### src/rtl/enc_serial_pkg.sv
// ---------------------------------------------------------------------------
// enc_pkg : shared definitions for the serial set-bit encoder.
//   enc_state_e    : encoder control state (ENC_IDLE / ENC_BUSY)
//   ENC_N_DEFAULT  : default request-vector width
// Optional build macro: ENC_SERIAL_MSB_FIRST_EN (see enc_prio / enc_serial).
// ---------------------------------------------------------------------------
package enc_pkg;

    typedef enum logic {
        ENC_IDLE = 1'b0,
        ENC_BUSY = 1'b1
    } enc_state_e;

    localparam int unsigned ENC_N_DEFAULT = 4;

endpackage : enc_pkg

### src/rtl/enc_serial_prio.sv
// ---------------------------------------------------------------------------
// enc_prio : combinational priority pick over an N-bit vector.
//   vec_i    [N-1:0] : candidate vector
//   idx_o    [W-1:0] : index of the selected set bit (0 when vec_i == 0)
//   mask_o   [N-1:0] : one-hot mask of the selected bit (0 when vec_i == 0)
//   single_o         : vec_i has exactly one bit set
// Build macro ENC_SERIAL_MSB_FIRST_EN: defined -> highest set bit selected,
// undefined -> lowest set bit selected.
// ---------------------------------------------------------------------------
module enc_prio
    import enc_pkg::*;
#(
    parameter int unsigned N = ENC_N_DEFAULT,
    parameter int unsigned W = $clog2(N)
) (
    input  logic [N-1:0] vec_i,
    output logic [W-1:0] idx_o,
    output logic [N-1:0] mask_o,
    output logic         single_o
);

    // Scan so that the preferred bit is visited last; the last hit wins.
    always_comb begin
        idx_o  = '0;
        mask_o = '0;
`ifdef ENC_SERIAL_MSB_FIRST_EN
        for (int unsigned i = 0; i < N; i++) begin
            if (vec_i[i]) begin
                idx_o     = W'(i);
                mask_o    = '0;
                mask_o[i] = 1'b1;
            end
        end
`else
        for (int unsigned j = 0; j < N; j++) begin
            if (vec_i[N-1-j]) begin
                idx_o         = W'(N-1-j);
                mask_o        = '0;
                mask_o[N-1-j] = 1'b1;
            end
        end
`endif
    end

    // Clearing the lowest set bit leaves zero only for a power of two.
    assign single_o = (vec_i != '0) && ((vec_i & (vec_i - N'(1))) == '0);

endmodule : enc_prio

### src/rtl/enc_serial.sv
// ---------------------------------------------------------------------------
// enc_serial : sequential encoder. Accepts an N-bit request vector and emits
// the index of every set bit, one per accepted output beat, flagging the
// final index with o_last.
//   i_clk            : clock, rising edge
//   i_rst            : asynchronous active-high reset
//   i_in   [N-1:0]   : request vector, sampled on i_valid && o_ready
//   i_valid          : i_in valid
//   o_ready          : block can accept a new vector (IDLE)
//   o_out  [W-1:0]   : index of the current set bit
//   o_valid          : o_out / o_last valid (BUSY)
//   i_ready          : consumer accepts the current beat
//   o_last           : current beat is the final set bit of the vector
// Build macro ENC_SERIAL_MSB_FIRST_EN: defined -> descending index order,
// o_last on the lowest set bit; undefined -> ascending order.
// ---------------------------------------------------------------------------
module enc_serial
    import enc_pkg::*;
#(
    parameter  int unsigned N = ENC_N_DEFAULT,
    localparam int unsigned W = $clog2(N)
) (
    input  logic         i_clk,
    input  logic         i_rst,
    input  logic [N-1:0] i_in,
    input  logic         i_valid,
    output logic         o_ready,
    output logic [W-1:0] o_out,
    output logic         o_valid,
    input  logic         i_ready,
    output logic         o_last
);

    enc_state_e   state_q, state_d;
    logic [N-1:0] pend_q,  pend_d;

    logic [W-1:0] sel_idx;
    logic [N-1:0] sel_mask;
    logic         sel_single;

    enc_prio #(
        .N (N),
        .W (W)
    ) u_prio (
        .vec_i    (pend_q),
        .idx_o    (sel_idx),
        .mask_o   (sel_mask),
        .single_o (sel_single)
    );

    always_ff @(posedge i_clk or posedge i_rst) begin
        if (i_rst) begin
            state_q <= ENC_IDLE;
            pend_q  <= '0;
        end else begin
            state_q <= state_d;
            pend_q  <= pend_d;
        end
    end

    always_comb begin
        state_d = state_q;
        pend_d  = pend_q;
        case (state_q)
            ENC_IDLE: begin
                // A zero vector is accepted and dropped without a beat.
                if (i_valid && (i_in != '0)) begin
                    pend_d  = i_in;
                    state_d = ENC_BUSY;
                end
            end
            ENC_BUSY: begin
                if (i_ready) begin
                    pend_d = pend_q & ~sel_mask;
                    if (sel_single) begin
                        state_d = ENC_IDLE;
                    end
                end
            end
            default: begin
                state_d = ENC_IDLE;
                pend_d  = '0;
            end
        endcase
    end

    // pend is zero whenever IDLE, so o_out/o_last read 0 there.
    assign o_ready = (state_q == ENC_IDLE);
    assign o_valid = (state_q == ENC_BUSY);
    assign o_out   = sel_idx;
    assign o_last  = sel_single;

endmodule : enc_serial

### config.mk
export PLATFORM = sky130hd
export DESIGN_NAME = enc_serial
export DESIGN_NICKNAME = d
export VERILOG_FILES = /design/src/rtl/enc_serial_pkg.sv /design/src/rtl/enc_serial_prio.sv /design/src/rtl/enc_serial.sv
export SDC_FILE = /design/constraint.sdc
export NUM_CORES = 1
export LEC_CHECK = 0
export BUFFER_PORTS_ARGS = -buffer_cell sky130_fd_sc_hd__buf_2
export CORE_AREA = 2 2 39 41
export DETAILED_ROUTE_END_ITERATION = 6
export DIE_AREA = 0 0 41 43
export PLACE_DENSITY_LB_ADDON = 0.25
export SYNTH_ARGS = -nofsm -noshare
export SYNTH_HDL_FRONTEND = slang
export SYNTH_SLANG_ARGS = --single-unit
### constraint.sdc
create_clock -name i_clk -period 1.47 [get_ports i_clk]
set_input_delay 0.294 -clock i_clk [delete_from_list [all_inputs] [get_ports i_clk]]
set_output_delay 0.294 -clock i_clk [all_outputs]
set_load 0.01 [all_outputs]
==> results.json, run 1 <==
{
  "status": "finished, violations left",
  "violations": "setup timing",
  "final.setup.worst_slack_ns": -0.1130,
  "slowest_stage": "dfrtp_2",
  "tns_ns": -0.1441,
  "synth.area.top_cells": "dfrtp_1, inv_1, nand2_1",
  "root_buffer": "clkbuf_4",
  "totalWireLength_um": 970,
  "end_kind": "primary output",
  "num-nets-final": 71,
  "final_common_cell": "buf_2",
  "drive_gt1_share_pct": 54.84,
  "min_path_type": "in -> reg",
  "peakVddDrop_mv": 0.5190,
  "overflow": 0,
  "crit_fanout": 4,
  "syn_to_final_growth_pct": 50.18,
  "start_util_pct": 25.41,
  "power_density_nw_per_um2": 2082,
  "yosysTopAreaCell": "dfrtp_1",
  "ys_seq_area_share_pct": 35.59,
  "slew-limit-headroom_pct": 69.69,
  "hpwlAfterDp_um": 612.6,
  "synth_fp_nets": 48,
  "place_congestion": 0.7899,
  "drtIter0Drc": 12,
  "fill_cells": 149,
  "crit_chain": "xor2_1 > a221o_1 > buf_2",
  "grt_pass1_wl_um": 1621,
  "die_x_um": 41,
  "grt_pass1_vias": 370,
  "synthCells": 40,
  "max_cap_violations": 0,
  "grt.total_usage_pct": 13.62,
  "ctsHtreeMaxLevel": 1,
  "yosysWarnings": 0,
  "first_pass_iters": 4,
  "numCtsBuffers": 3,
  "finalNonFillerCells": 78,
  "port_buffers": 12,
  "antennaDiodeCount": 0,
  "final_cell_mix": "buf_2, buf_4, nand2_1, dfrtp_2",
  "tightest_slew_ns": 0.4504,
  "dpl.cell_count": 67,
  "avgSynthCellArea_um2": 8.790,
  "yosysUniqueCellTypes": 25,
  "worstPathRequired_ns": 1.18,
  "fp.coreArea_um2": 1384,
  "grt_max_degree": 10,
  "ant_nets": 0,
  "setup_viol": 2,
  "regArea_um2": 130.1,
  "ys_seq_elements": 5,
  "wl_per_cell_um": 12.44,
  "clock_skew_ns": 0.003003,
  "yosysTopAreaCellShare_pct": 35.59,
  "cts_tree": "yes",
  "path_class": "reg -> out",
  "fin_crit_sh_pct": 107.7,
  "final_max_slew_viol_count": 0,
  "vias": 397,
  "dpl_worst_slack_ns": 0.03943,
  "rows": 14,
  "dieArea_um2": 1763,
  "rsz0062_at_grt": "yes",
  "max_freq_mhz": 631.7,
  "syn-cell-area_um2": 351.6,
  "clock_sinks": 5,
  "ios": 13,
  "cp_data_arrival_time_ns": 1.29,
  "insertion_delay_ns": 0.24,
  "clockBufferDepth": 2,
  "drc_errors": 0,
  "clk_pin_slew_ns": 0.04,
  "hold_viol": 0,
  "start_kind": "flip-flop",
  "die_h_um": 43,
  "fin_crit_ns": 1.583,
  "multi_input_area_um2": 202.7,
  "antenna_found_initial": 0,
  "routed_via_density": 5.090,
  "p_leak_nw": 0.2594,
  "cp_slowest_stage_delay_ns": 0.43
}
-- registers in the layout, indices dropped and copies added (netlist names) --
name,count
pend_q,4
o_valid,1
-- synthesized netlist by cell type, drive strengths merged --
library cell / count
nor2b: 2
clkbuf: 2
o2bb2ai: 1
a21o: 1
nor3: 1
dfrtp: 5
a32oi: 1
buf: 1
inv: 4
nor2: 3
nor4b: 1
xor2: 1
a21oi: 2
o311a: 1
a22oi: 2
o21ai: 1
or4: 1
nand2: 4
nor4: 1
a31oi: 1
o221ai: 1
nand2b: 1
a221o: 2
-- metal layers --
layer | part of all wire, % | up-vias | global-route usage (%)
li1 | - | 196 | -
met1 | 47 | 191 | 19.28
met2 | 48 | 8 | 15.63
met3 | 3.6 | 2 | 3.665
met4 | 1.0 | 0 | 12.67
met5 | 0 | - | 0
-- layout make-up --
class                      instances  share of cell area (%)
multi-input combinational         28                   38.39
timing repair buffer              21                   25.36
sequential                         5                   24.64
clock buffer                       4                   4.976
tap                               16                   3.791
inverter                           4                   2.844
-- cell families (layout without fill, tap and decap cells) --
kind of cell	after synthesis	in the layout	synth area share, %
AND/OR/NAND/NOR	14	14	21.71
AO/OA/AOI/OAI	13	13	30.61
buffers and inverters	7	29	9.608
flip-flops	5	5	35.59
XOR/XNOR	1	1	2.492
-- final timing paths --
| kind | slack, ns | cells past startpoint | endpoint | from |
|---|---|---|---|---|
| max | -0.11 | 3 | o_last | pend_q[2] |
| min | 0.30 | 2 | o_valid | i_ready |
| max reg2reg | 0.09 | 4 | pend_q[3] | pend_q[2] |
| min reg2reg | 0.65 | 2 | pend_q[0] | o_valid |
| max in group asynchronous | 0.80 | 3 | pend_q[0] | i_rst |
| min in group asynchronous | 0.49 | 3 | pend_q[2] | i_rst |
-- power breakdown --
group / switching [W] / internal, W
logic: 0.000315 / 0.000351
registers: 0.0000740 / 0.000203
clock network: 0.0000538 / 0.000102
total: 0.000443 / 0.000657
-- critical path: cells and delay by family (launching register included) --
| kind | cells | cell delay [ns] |
|---|---|---|
| flops | 1 | 0.43 |
| compound gates | 1 | 0.31 |
| xor+xnor | 1 | 0.17 |
| buf+inv | 1 | 0.14 |
-- stage by stage --
stage	instance area, um2	utilization [%]	total power, W	hold WS [ns]
after global placement	427.9	30.92	0.0007712	0.1965
after CTS	499.2	36.08	0.001043	0.2873
final	528.0	38.16	0.001099	0.2987
after detailed placement	427.9	30.92	0.0007696	0.1977
after global routing	528.0	38.16	0.001189	0.3132
after floorplan	351.6	-	0.0006118	0.07252
-- timing repair --
item                                   CTS  global route
resized for setup                        4             4
endpoints found under the hold margin    5             0
buffers inserted                         4             2
pin swaps                                2             0
setup endpoints to repair                1             2
hold buffers                             1             0
(Power assumes the default switching activity.)
==> run 2: changes to the inputs <==
Settings changed: TNS_END_PERCENT from default to 30.
==> run 2 against run 1 <==
Against the previous run:
- the flow still finishes with violations (setup timing)
- sequential cell count did not move
- final cell count fell by 1.3%
- hold slack did not move
- via count fell by 0.50%
- critical endpoint unchanged
- highest routed layer unchanged
- wire length fell by 0.72%
- total power fell by 2.3%
- utilization fell by 0.81 points
- critical path depth did not move
==> results.json, run 2 (synthesis gave the netlist of run 1 again) <==
{
  "status": "finished, violations left",
  "violations": "setup timing",
  "regArea_um2": 130.1,
  "dpl_worst_slack_ns": 0.03943,
  "drc_errors": 0,
  "end_kind": "primary output",
  "setup_viol": 1,
  "ctsHtreeMaxLevel": 1,
  "drtIter0Drc": 12,
  "drive_gt1_share_pct": 52.46,
  "crit_chain": "xor2_1 > a221o_1 > buf_2",
  "wl_per_cell_um": 12.51,
  "slowest_stage": "dfrtp_2",
  "first_pass_iters": 4,
  "whs_ns": 0.2987,
  "grt_pass1_vias": 370,
  "grt_max_degree": 10,
  "num-nets-final": 70,
  "min_path_type": "in -> reg",
  "syn_to_final_growth_pct": 46.98,
  "largest_reg_flops": 4,
  "start_kind": "flip-flop",
  "cts_tree": "yes",
  "overflow": 0,
  "clock_sinks": 5,
  "rsz0062_at_grt": "yes",
  "rows": 14,
  "critPathBufInv": 1,
  "power_density_nw_per_um2": 2078,
  "final.setup.worst_slack_ns": -0.1118,
  "crit_fanout": 4,
  "fp.coreArea_um2": 1384,
  "max_cap_violations": 0,
  "numCtsBuffers": 3,
  "ios": 13,
  "grt_pass1_wl_um": 1621,
  "place_congestion": 0.7899,
  "vias": 395,
  "fin_crit_ns": 1.582,
  "insertion_delay_ns": 0.24,
  "regMostFlops": "pend_q",
  "port_buffers": 12,
  "final_common_cell": "buf_2",
  "antenna_found_initial": 0,
  "clock_skew_ns": 0.003003,
  "fin_crit_sh_pct": 107.6,
  "worstPathRequired_ns": 1.18,
  "grt.total_usage_pct": 13.62,
  "slew-limit-headroom_pct": 69.69,
  "tightest_slew_ns": 0.4504,
  "routed_via_density": 5.130,
  "hpwlAfterDp_um": 612.6,
  "path_class": "reg -> out",
  "p_leak_nw": 0.2536,
  "die_h_um": 43,
  "clk_pin_slew_ns": 0.04,
  "multi_input_area_um2": 202.7,
  "antennaDiodeCount": 0,
  "path_delay_family": "flip-flops",
  "start_util_pct": 25.41,
  "final_max_slew_viol_count": 0,
  "peakVddDrop_mv": 0.5189,
  "fill_cells": 149,
  "die_x_um": 41,
  "cp_slowest_stage_delay_ns": 0.43,
  "ant_nets": 0,
  "hold_viol": 0,
  "clockBufferDepth": 2,
  "final_cell_mix": "buf_2, buf_4, nand2_1, inv_1, dfrtp_2",
  "totalWireLength_um": 963,
  "root_buffer": "clkbuf_4",
  "cp_data_arrival_time_ns": 1.29,
  "dieArea_um2": 1763,
  "max_freq_mhz": 632.2
}
[run 2: worst reg2reg max path, cell delays in order (launching register included)]
cell     delay [ns]
dfrtp_2        0.43
buf_4          0.17
o311a_1        0.32
a221o_2        0.29
[run 2: cell type report]
class / count / share of cell area [%]
Timing Repair Buffer: 20 / 23.73
Clock buffer: 4 / 5.085
Sequential cell: 5 / 25.18
Multi-Input combinational cell: 28 / 39.23
Inverter: 4 / 2.906
Tap cell: 16 / 3.874
[run 2: path summary, 6_finish.rpt]
kind,from,endpoint,slack [ns],cells past startpoint
max,pend_q[2],o_last,-0.11,3
min,i_ready,o_valid,0.30,2
max reg2reg,pend_q[1],pend_q[3],0.14,3
min reg2reg,o_valid,pend_q[0],0.65,2
max in group asynchronous,i_rst,pend_q[0],0.80,3
min in group asynchronous,i_rst,pend_q[2],0.49,3
[run 2: layer usage]
layer,global-route usage (%),wire length (um),share of wire (%)
met1,19.28,450,47
met2,15.63,466,48
met3,3.665,35,3.6
met4,12.67,10,1.0
met5,0,0,0
[run 2: metrics by stage]
stage | util, % | cells | power [W] | TNS (ns) | area (um2)
final | 37.34 | 77 | 0.001074 | -0.1118 | 516.7
after global routing | 37.34 | 77 | 0.001164 | -0.1945 | 516.7
after CTS | 36.08 | 76 | 0.001043 | -0.1086 | 499.2
after detailed placement | 30.92 | 67 | 0.0007696 | 0 | 427.9
after global placement | 30.92 | 67 | 0.0007712 | 0 | 427.9
after floorplan | - | 40 | 0.0006118 | 0 | 351.6
[run 2: what timing repair did]
item,CTS,global route
setup endpoints to repair,1,2
setup buffers,4,1
gates resized for setup,4,2
gates cloned,0,0
hold buffers,1,0
pin swaps,2,0
endpoints found under the hold margin,5,0
[run 2: where the power goes]
group	switching [W]	internal (W)	total, W
Sequential	0.0000735	0.000203	0.000276
Clock	0.0000538	0.000102	0.000156
Combinational	0.000309	0.000333	0.000641
